==> config.mk <==
export PLATFORM = sky130hd
export DESIGN_NAME = uart_xcvr
export DESIGN_NICKNAME = d
export VERILOG_FILES = /design/src/rtl/uart_pkg.sv /design/src/rtl/uart_baud_tick.sv /design/src/rtl/uart_xcvr.sv
export SDC_FILE = /design/constraint.sdc
export NUM_CORES = 1
export LEC_CHECK = 0
export CELL_PAD_IN_SITES_DETAIL_PLACEMENT = 1
export CELL_PAD_IN_SITES_GLOBAL_PLACEMENT = 1
export CORE_MARGIN = 4
export CORE_UTILIZATION = 45
export CTS_BUF_LIST = sky130_fd_sc_hd__clkbuf_16
export CTS_CLUSTER_SIZE = 25
export DETAILED_ROUTE_END_ITERATION = 10
export PLACE_DENSITY_LB_ADDON = 0.1
export SLEW_MARGIN = 5
export SYNTH_ARGS = -nofsm -noshare
export SYNTH_HDL_FRONTEND = slang
export SYNTH_SLANG_ARGS = --single-unit
==> constraint.sdc <==
create_clock -name clk -period 5.92 [get_ports clk]
set_input_delay 1.184 -clock clk [delete_from_list [all_inputs] [get_ports clk]]
set_output_delay 1.184 -clock clk [all_outputs]
set_load 0.01 [all_outputs]
==> src/rtl/uart_pkg.sv <==
// Shared constants, state encodings and parity helper for the uart_xcvr
// transceiver and its baud-tick generator.
package uart_pkg;

  localparam int OVERSAMPLE = 16;
  localparam int MID_SAMPLE = 8;

  localparam int PAR_NONE = 0;
  localparam int PAR_ODD  = 1;
  localparam int PAR_EVEN = 2;

  typedef enum logic [2:0] {
    TX_IDLE,
    TX_START,
    TX_DATA,
    TX_PARITY,
    TX_STOP
  } tx_state_t;

  typedef enum logic [2:0] {
    RX_IDLE,
    RX_START,
    RX_DATA,
    RX_PARITY,
    RX_STOP,
    RX_WAIT_IDLE
  } rx_state_t;

  // Narrow frames are zero-extended by the caller, so unused upper bits add no ones.
  function automatic logic parity_bit(input logic [7:0] data, input int mode);
    case (mode)
      PAR_ODD:  return ~^data;
      PAR_EVEN: return ^data;
      default:  return 1'b0;
    endcase
  endfunction

endpackage

==> src/rtl/uart_baud_tick.sv <==
// Oversample tick generator: one-clk tick every CLK_DIV clocks, restartable
// with a synchronous clear so bit timing can be phase-aligned to an event.
module uart_baud_tick #(
  parameter int CLK_DIV = 68
) (
  input  logic clk,
  input  logic rst_n,
  input  logic clr,
  output logic tick
);

  localparam int CNT_W = (CLK_DIV > 1) ? $clog2(CLK_DIV) : 1;
  localparam logic [CNT_W-1:0] CNT_LAST = CNT_W'(CLK_DIV - 1);

  logic [CNT_W-1:0] cnt;

  // NOTE: sequential state uses non-blocking assignments so every flop samples pre-edge values.
  always_ff @(posedge clk or negedge rst_n) begin
    if (!rst_n) begin
      cnt <= '0;
    end else if (clr || cnt == CNT_LAST) begin
      cnt <= '0;
    end else begin
      cnt <= cnt + CNT_W'(1);
    end
  end

  assign tick = !clr && (cnt == CNT_LAST);

endmodule

==> src/rtl/uart_xcvr.sv <==
// Full-duplex UART transceiver: single system clock, 16x oversampled receive,
// configurable data bits / parity / stop bits, valid-ready byte handshakes.
module uart_xcvr
  import uart_pkg::*;
#(
  parameter int CLK_DIV   = 68,
  parameter int DATA_BITS = 8,
  parameter int PARITY    = 0,
  parameter int STOP_BITS = 1
) (
  input  logic                 clk,
  input  logic                 rst_n,
  input  logic [DATA_BITS-1:0] tx_data,
  input  logic                 tx_valid,
  output logic                 tx_ready,
  output logic                 tx,
  input  logic                 rx,
  output logic [DATA_BITS-1:0] rx_data,
  output logic                 rx_valid,
  input  logic                 rx_ready,
  output logic                 rx_frame_err,
  output logic                 rx_parity_err,
  output logic                 rx_overrun
);

  localparam logic [3:0] OS_LAST   = 4'(OVERSAMPLE - 1);
  localparam logic [3:0] MID_LAST  = 4'(MID_SAMPLE - 1);
  localparam logic [2:0] BIT_LAST  = 3'(DATA_BITS - 1);
  localparam logic       STOP_LAST = 1'(STOP_BITS - 1);

  // ---------------------------------------------------------------- transmit
  tx_state_t            tx_state;
  logic [DATA_BITS-1:0] tx_shift;
  logic                 tx_par;
  logic [3:0]           tx_os;
  logic [2:0]           tx_bit;
  logic                 tx_stop;
  logic                 tx_tick;
  logic                 tx_bit_end;

  // Counter is held clear while idle, so the first bit starts exactly at accept.
  uart_baud_tick #(.CLK_DIV(CLK_DIV)) u_tx_tick (
    .clk  (clk),
    .rst_n(rst_n),
    .clr  (tx_ready),
    .tick (tx_tick)
  );

  assign tx_bit_end = tx_tick && (tx_os == OS_LAST);

  always_ff @(posedge clk or negedge rst_n) begin
    if (!rst_n) begin
      tx_state <= TX_IDLE;
      tx       <= 1'b1;
      tx_ready <= 1'b1;
      tx_shift <= '0;
      tx_par   <= 1'b0;
      tx_os    <= 4'd0;
      tx_bit   <= 3'd0;
      tx_stop  <= 1'b0;
    end else if (tx_state == TX_IDLE) begin
      if (tx_valid) begin
        tx_shift <= tx_data;
        tx_par   <= parity_bit(8'(tx_data), PARITY);
        tx_os    <= 4'd0;
        tx       <= 1'b0;
        tx_ready <= 1'b0;
        tx_state <= TX_START;
      end
    end else if (tx_tick) begin
      tx_os <= tx_bit_end ? 4'd0 : tx_os + 4'd1;
      if (tx_bit_end) begin
        case (tx_state)
          TX_START: begin
            tx       <= tx_shift[0];
            tx_shift <= tx_shift >> 1;
            tx_bit   <= 3'd0;
            tx_state <= TX_DATA;
          end
          TX_DATA: begin
            if (tx_bit != BIT_LAST) begin
              tx       <= tx_shift[0];
              tx_shift <= tx_shift >> 1;
              tx_bit   <= tx_bit + 3'd1;
            end else if (PARITY != PAR_NONE) begin
              tx       <= tx_par;
              tx_state <= TX_PARITY;
            end else begin
              tx       <= 1'b1;
              tx_stop  <= 1'b0;
              tx_state <= TX_STOP;
            end
          end
          TX_PARITY: begin
            tx       <= 1'b1;
            tx_stop  <= 1'b0;
            tx_state <= TX_STOP;
          end
          TX_STOP: begin
            if (tx_stop != STOP_LAST) begin
              tx_stop <= tx_stop + 1'b1;
            end else begin
              tx_ready <= 1'b1;
              tx_state <= TX_IDLE;
            end
          end
          default: tx_state <= TX_IDLE;
        endcase
      end
    end
  end

  // ----------------------------------------------------------------- receive
  logic                 rx_meta;
  logic                 rx_sync;
  rx_state_t            rx_state;
  logic [DATA_BITS-1:0] rx_shift;
  logic [3:0]           rx_os;
  logic [2:0]           rx_bit;
  logic                 rx_perr;
  logic                 rx_clr;
  logic                 rx_tick;
  logic                 rx_sample;

  // NOTE: synchroniser flops reset to 1 (line idle) so reset release never looks like a start bit.
  always_ff @(posedge clk or negedge rst_n) begin
    if (!rst_n) begin
      rx_meta <= 1'b1;
      rx_sync <= 1'b1;
    end else begin
      rx_meta <= rx;
      rx_sync <= rx_meta;
    end
  end

  assign rx_clr = (rx_state == RX_IDLE);

  uart_baud_tick #(.CLK_DIV(CLK_DIV)) u_rx_tick (
    .clk  (clk),
    .rst_n(rst_n),
    .clr  (rx_clr),
    .tick (rx_tick)
  );

  // Start bit is sampled mid-bit; every later sample is one full bit after the last.
  assign rx_sample = rx_tick && (rx_os == ((rx_state == RX_START) ? MID_LAST : OS_LAST));

  always_ff @(posedge clk or negedge rst_n) begin
    if (!rst_n) begin
      rx_state      <= RX_IDLE;
      rx_shift      <= '0;
      rx_os         <= 4'd0;
      rx_bit        <= 3'd0;
      rx_perr       <= 1'b0;
      rx_data       <= '0;
      rx_valid      <= 1'b0;
      rx_frame_err  <= 1'b0;
      rx_parity_err <= 1'b0;
      rx_overrun    <= 1'b0;
    end else begin
      rx_overrun <= 1'b0;
      if (rx_valid && rx_ready) rx_valid <= 1'b0;
      if (rx_state != RX_IDLE && rx_tick) rx_os <= rx_sample ? 4'd0 : rx_os + 4'd1;

      case (rx_state)
        RX_IDLE: begin
          if (!rx_sync) begin
            rx_os    <= 4'd0;
            rx_state <= RX_START;
          end
        end
        RX_START: begin
          if (rx_sample) begin
            rx_bit   <= 3'd0;
            rx_state <= rx_sync ? RX_IDLE : RX_DATA;
          end
        end
        RX_DATA: begin
          if (rx_sample) begin
            rx_shift <= {rx_sync, rx_shift[DATA_BITS-1:1]};
            if (rx_bit != BIT_LAST) begin
              rx_bit <= rx_bit + 3'd1;
            end else begin
              rx_perr  <= 1'b0;
              rx_state <= (PARITY != PAR_NONE) ? RX_PARITY : RX_STOP;
            end
          end
        end
        RX_PARITY: begin
          if (rx_sample) begin
            rx_perr  <= rx_sync ^ parity_bit(8'(rx_shift), PARITY);
            rx_state <= RX_STOP;
          end
        end
        RX_STOP: begin
          if (rx_sample) begin
            // A pending byte is never overwritten; the new frame is dropped instead.
            if (!rx_valid || rx_ready) begin
              rx_data       <= rx_shift;
              rx_parity_err <= rx_perr;
              rx_frame_err  <= !rx_sync;
              rx_valid      <= 1'b1;
            end else begin
              rx_overrun <= 1'b1;
            end
            rx_state <= rx_sync ? RX_IDLE : RX_WAIT_IDLE;
          end
        end
        RX_WAIT_IDLE: begin
          if (rx_sync) rx_state <= RX_IDLE;
        end
        default: rx_state <= RX_IDLE;
      endcase
    end
  end

endmodule

# Word level (Yosys, flattened, before mapping)
# Index checks and enable logic that the tools add are counted.
# word_totals
register_bits,68
in_bits,13
out_inout_bits,14
wordCells,164
# op_classes
add_sub_neg,7
n_eq_ne,30
mux,67
bitwise_logic,2
reduce_logical,37
# op_table
cell,count
$mux W3,18
$mux W8,5
$mux W4,9
$reduce_and A5 Y1,5
$mux W1,24
$ne A2 B2 Y1 const B,11
$pmux W3 S6,1
$pmux W8 S2,1
$ne A3 B3 Y1 const B,5
$add A7 B1 Y7 const B,2
$eq A7 B7 Y1 const B,2
$mux W7,2
$eq A3 B2 Y1 const B,4
$pmux W3 S2,2
$pmux W3 S4,1
$reduce_and A4 Y1,3
$reduce_bool A2 Y1,6
$eq A3 B3 Y1 const B,3
$reduce_bool A3 Y1,3
$add A4 B1 Y4 const B,2
$reduce_and A7 Y1,1
$add A3 B1 Y3 const B,2
$eq A3 B1 Y1 const B,2
$logic_and A1 B1 Y1,6
15 further kinds,23

# Logic depth before layout (Yosys ltp)
# depth
depth_word,9
ltp_mapped,6
depth_no_buf,6

# Hierarchy
# From an unflattened synthesis, not the netlist that was laid out.
# unflattened
hier_cells,288
hier_area_um2,3211.8
# by_module_without_submodules
mod,n_inst,cells_per_inst,area_each_um2,seq_area_each_um2
uart_xcvr,1,226,2551.2,1331.3
uart_baud_tick,2,31,330.3,175.2

# Least setup slack after synthesis
# Ideal clock, no wire load.
# synth_timing
path_type,input port to flip-flop
startpoint,input port tx_valid
endpoint,register tx_os[2]
setup_ns,0.120
t_arrival_ns,2.233
required_time_ns,5.800
slack_ns,3.567
cell_stages,5
path_buffers,1
path_cell_list,or4b_2 > clkbuf_1 > nand2_1 > a21oi_1 > a31o_2
# synth_between
elab_chain_len,2
# synth_rtl
item,line,text
from (decl),uart_xcvr.sv:14,"input logic tx_valid,"
$ne A2 B2 Y1 (no source line),--,
$reduce_and A2 Y1 (no source line),--,
to (signal assigned),uart_xcvr.sv:71,tx_os <= tx_bit_end ? 4'd0 : tx_os + 4'd1;
to (decl),uart_xcvr.sv:35,logic [3:0] tx_os;
# No other way between the ends.
# A chain may end at the register's enable or synchronous reset.

# Worst setup path after layout
# Ends and elaborated chain as after synthesis.

==> key figures <==
Floorplan
  • IO Count: 27
  • Std-Cell Rows: 29
  • Die area: 8200 µm²
  • Die Ht: 90.5 µm
  • Die X: 90.5 µm
  • Initial Utilization: 0.472
  • Core area: 6490 µm²

Logic synthesis
  • Dominant cell type by area after synthesis: dfrtp_1
  • Count leader, synth: dfrtp_1
  • Post-synth EDFFs: 0
  • Synth top area share: 0.514
  • Main synth FF type: dfrtp_1
  • Syn Area/Cell: 11.1 µm²
  • Syn Nets: 296
  • Async SR Flop Fraction: 1.00
  • YS warnings: 0
  • Flops & latches, synth: 67
  • Yosys cell types: 48
  • Ranking of synthesized cells by area: dfrtp_1 51%, mux2_2 6.6%, dfstp_2 3.4%
  • Seq/Total Area, Yosys: 0.549
  • Post-synthesis cell count: 275
  • Post-Syn Area: 3070 µm²
  • Post-synth top cells: 63 x dfrtp_1, 27 x nor2_1, 20 x nand2_1, 18 x mux2_2, 12 x nand3_1

Outcome
  • Status: finished clean

Global routing
  • Total grt overflow: 0
  • Gr usage total: 0.168
  • Vias in the first global route: 2279
  • Largest net degree at the start of global routing: 68
  • Antenna violations before repair: 0
  • Global-route wire length before repair: 11200 µm

Critical path
  • CP Capture Type: register
  • R2R Path Start: u_tx_tick.cnt[0]
  • Worst path max stage delay: 720 ps
  • Buf/Inv on CP: 1
  • Critical path fanouts, max: 12
  • Crit. Startpoint: tx_valid
  • Kind of critical path: input pin to register
  • Worst-path cell chain: clkdlybuf4s50_1, or4b_2, nand2_1, a21oi_1, a31o_2
  • Worst EP arrival: 2970 ps
  • Crit path max-delay family: simple AND/OR/NAND/NOR gates
  • Required @ worst endpoint: 6140 ps
  • CP startpoint kind: input pin
  • Slowest cell on crit path: or4b_2

Route
  • Via count: 2158
  • WL per Instance: 16.5 µm
  • Final ANT Viol Nets: 0
  • DR pass1 iterations: 4
  • Initial DRC count: 50
  • Vias per Instance: 5.62
  • Final wirelength: 6330 µm
  • Post-route DRC: 0

Min path
  • Hold Path Class: register to register
  • Hold path start: rx_meta

Timing
  • Slew margin rel.: 0.231
  • Max-slew violation count: 0
  • Hold_ws: 359 ps
  • Slew @ Worst Pin: 1140 ps
  • Final period util: 0.465
  • Fmax: 363 MHz
  • Min cycle time layout: 2750 ps
  • Final setup fails: 0
  • Setup TNS: 0 ps
  • Hold Fails Final Rpt: 0
  • RSZ-0062 raised after global routing: false
  • Final Skew: 5.38 ps

Clocking
  • CTS max path bufs: 2
  • Hold-fix buffers, CTS: 0
  • CTS tree: yes
  • PostCTS Resize Cnt: 0
  • CTS root buf: clkbuf_16
  • H-tree depth: 3
  • Clk slew on worst S/H paths: 60 ps
  • Post-CTS setup buffers: 0
  • TritonCTS Sinks: 67
  • Skew-Pair Late Insertion Delay: 330 ps
  • CTS buffer count: 9

Cells and area
  • Layout cells sized above 1: 0.160
  • Final antenna diode count: 0
  • Area added between synthesis and finish: 21.9%
  • Final nets: 323
  • Fin area: 3740 µm²

Power
  • Peak VDD IR: 0.158 mV
  • PD cells: 294 nW/µm²
  • Pleak: 0.00172 µW

Job
  • Max Cap Viol: 0

Placed design
  • DP HPWL: 4020 µm
  • Post-DP Area: 3390 µm²
  • Port Buf Inserts: 26
  • Routability cong.: 0.773
==> path summary, 6_finish.rpt <==
| kind | to | slack [ps] | depth (start not counted) |
|---|---|---|---|
| max in group asynchronous | u_rx_tick.cnt[4] | 4330 | 2 |
| max | tx_os[2] | 3170 | 5 |
| min | rx_sync | 360 | 0 |
| min reg2reg | rx_sync | 360 | 0 |
| min in group asynchronous | rx_data[2] | 1040 | 2 |
| max reg2reg | tx_shift[2] | 3470 | 5 |
==> placed cells by master, fill, tap and decap left out, types with 2 or more instances in the layout <==
master and instances:
dfrtp_1 63, dfstp_2 4, ha_1 8, a22o_1 2, bufinv_16 3, a21oi_1 8, and3_1 9, o21a_1 2
or4_1 3, a221o_1 7, nor3_1 5, buf_4 3, o221ai_1 2, nor2b_1 3, nor2_1 27, xnor2_1 4
nand2b_1 3, nand3_1 12, or2_2 2, o31ai_1 2, inv_1 7, xor2_1 7, clkdlybuf4s50_1 25, nor4_1 3
o21ai_0 9, mux2_2 18, inv_6 2, or3_1 4, nor3b_1 3, mux2i_1 5, nand2_1 20, clkbuf_16 9
o211ai_1 2
==> logic make-up after synthesis <==
family / count (synthesis) / share of synthesized area
simple gates: 103 / 0.178
flops: 67 / 0.549
compound gates: 42 / 0.0980
mux: 24 / 0.0861
buf+inv: 20 / 0.0257
xor+xnor: 11 / 0.0314
fa+ha+maj: 8 / 0.0327
==> flip-flops by register name, summed over array words and instances, names as in the netlist, 3 cells and up <==
| signal | count |
|---|---|
| tx_os | 4 |
| rx_bit | 3 |
| tx_shift | 8 |
| tx_state | 3 |
| rx_os | 4 |
| u_tx_tick.cnt | 7 |
| rx_state | 3 |
| tx_bit | 3 |
| u_rx_tick.cnt | 7 |
| rx_shift | 8 |
| rx_data | 8 |
==> worst reg2reg max path, cell delays in order, from the launching register on <==
cell and delay [ps]:
dfrtp_1 390, ha_1 260, nand4bb_1 210, nor4_1 630
o221ai_1 440, a221o_1 410
==> where the power goes <==
part,switching (µW),internal [µW]
sequential,0.988,459
combinational,10.8,7.45
clock,205,415
==> per-layer routing <==
metal | global-route usage | up-vias | part of all wire
met5 | 0 | - | 0
met4 | 0.0574 | 0 | 0.011
met3 | 0.0442 | 9 | 0.033
met2 | 0.271 | 27 | 0.49
met1 | 0.218 | 1080 | 0.47
li1 | - | 1042 | -
==> area by class of cell <==
cell class                 instances  area [µm²]
sequential                        67        1680
multi-input combinational        188        1310
fill                             667        2760
timing repair buffer              29         278
tap                               77        96.3
inverter                           7        26.3
clock buffer                       9         225
clock inverter                     7         124
==> through the flow <==
stage / power (µW) / utilization / std cells / setup slack [ps]
6_report: 1100 / 0.575 / 384 / 3170
5_1_grt: 1140 / 0.575 / 384 / 3070
4_1_cts: 1110 / 0.575 / 384 / 3190
3_5_place_dp: 488 / 0.521 / 368 / 2830
3_3_place_gp: 487 / 0.521 / 368 / 2840
2_1_floorplan: 470 / - / 275 / 3570
Note: power is estimated with default switching activity, not from simulation.
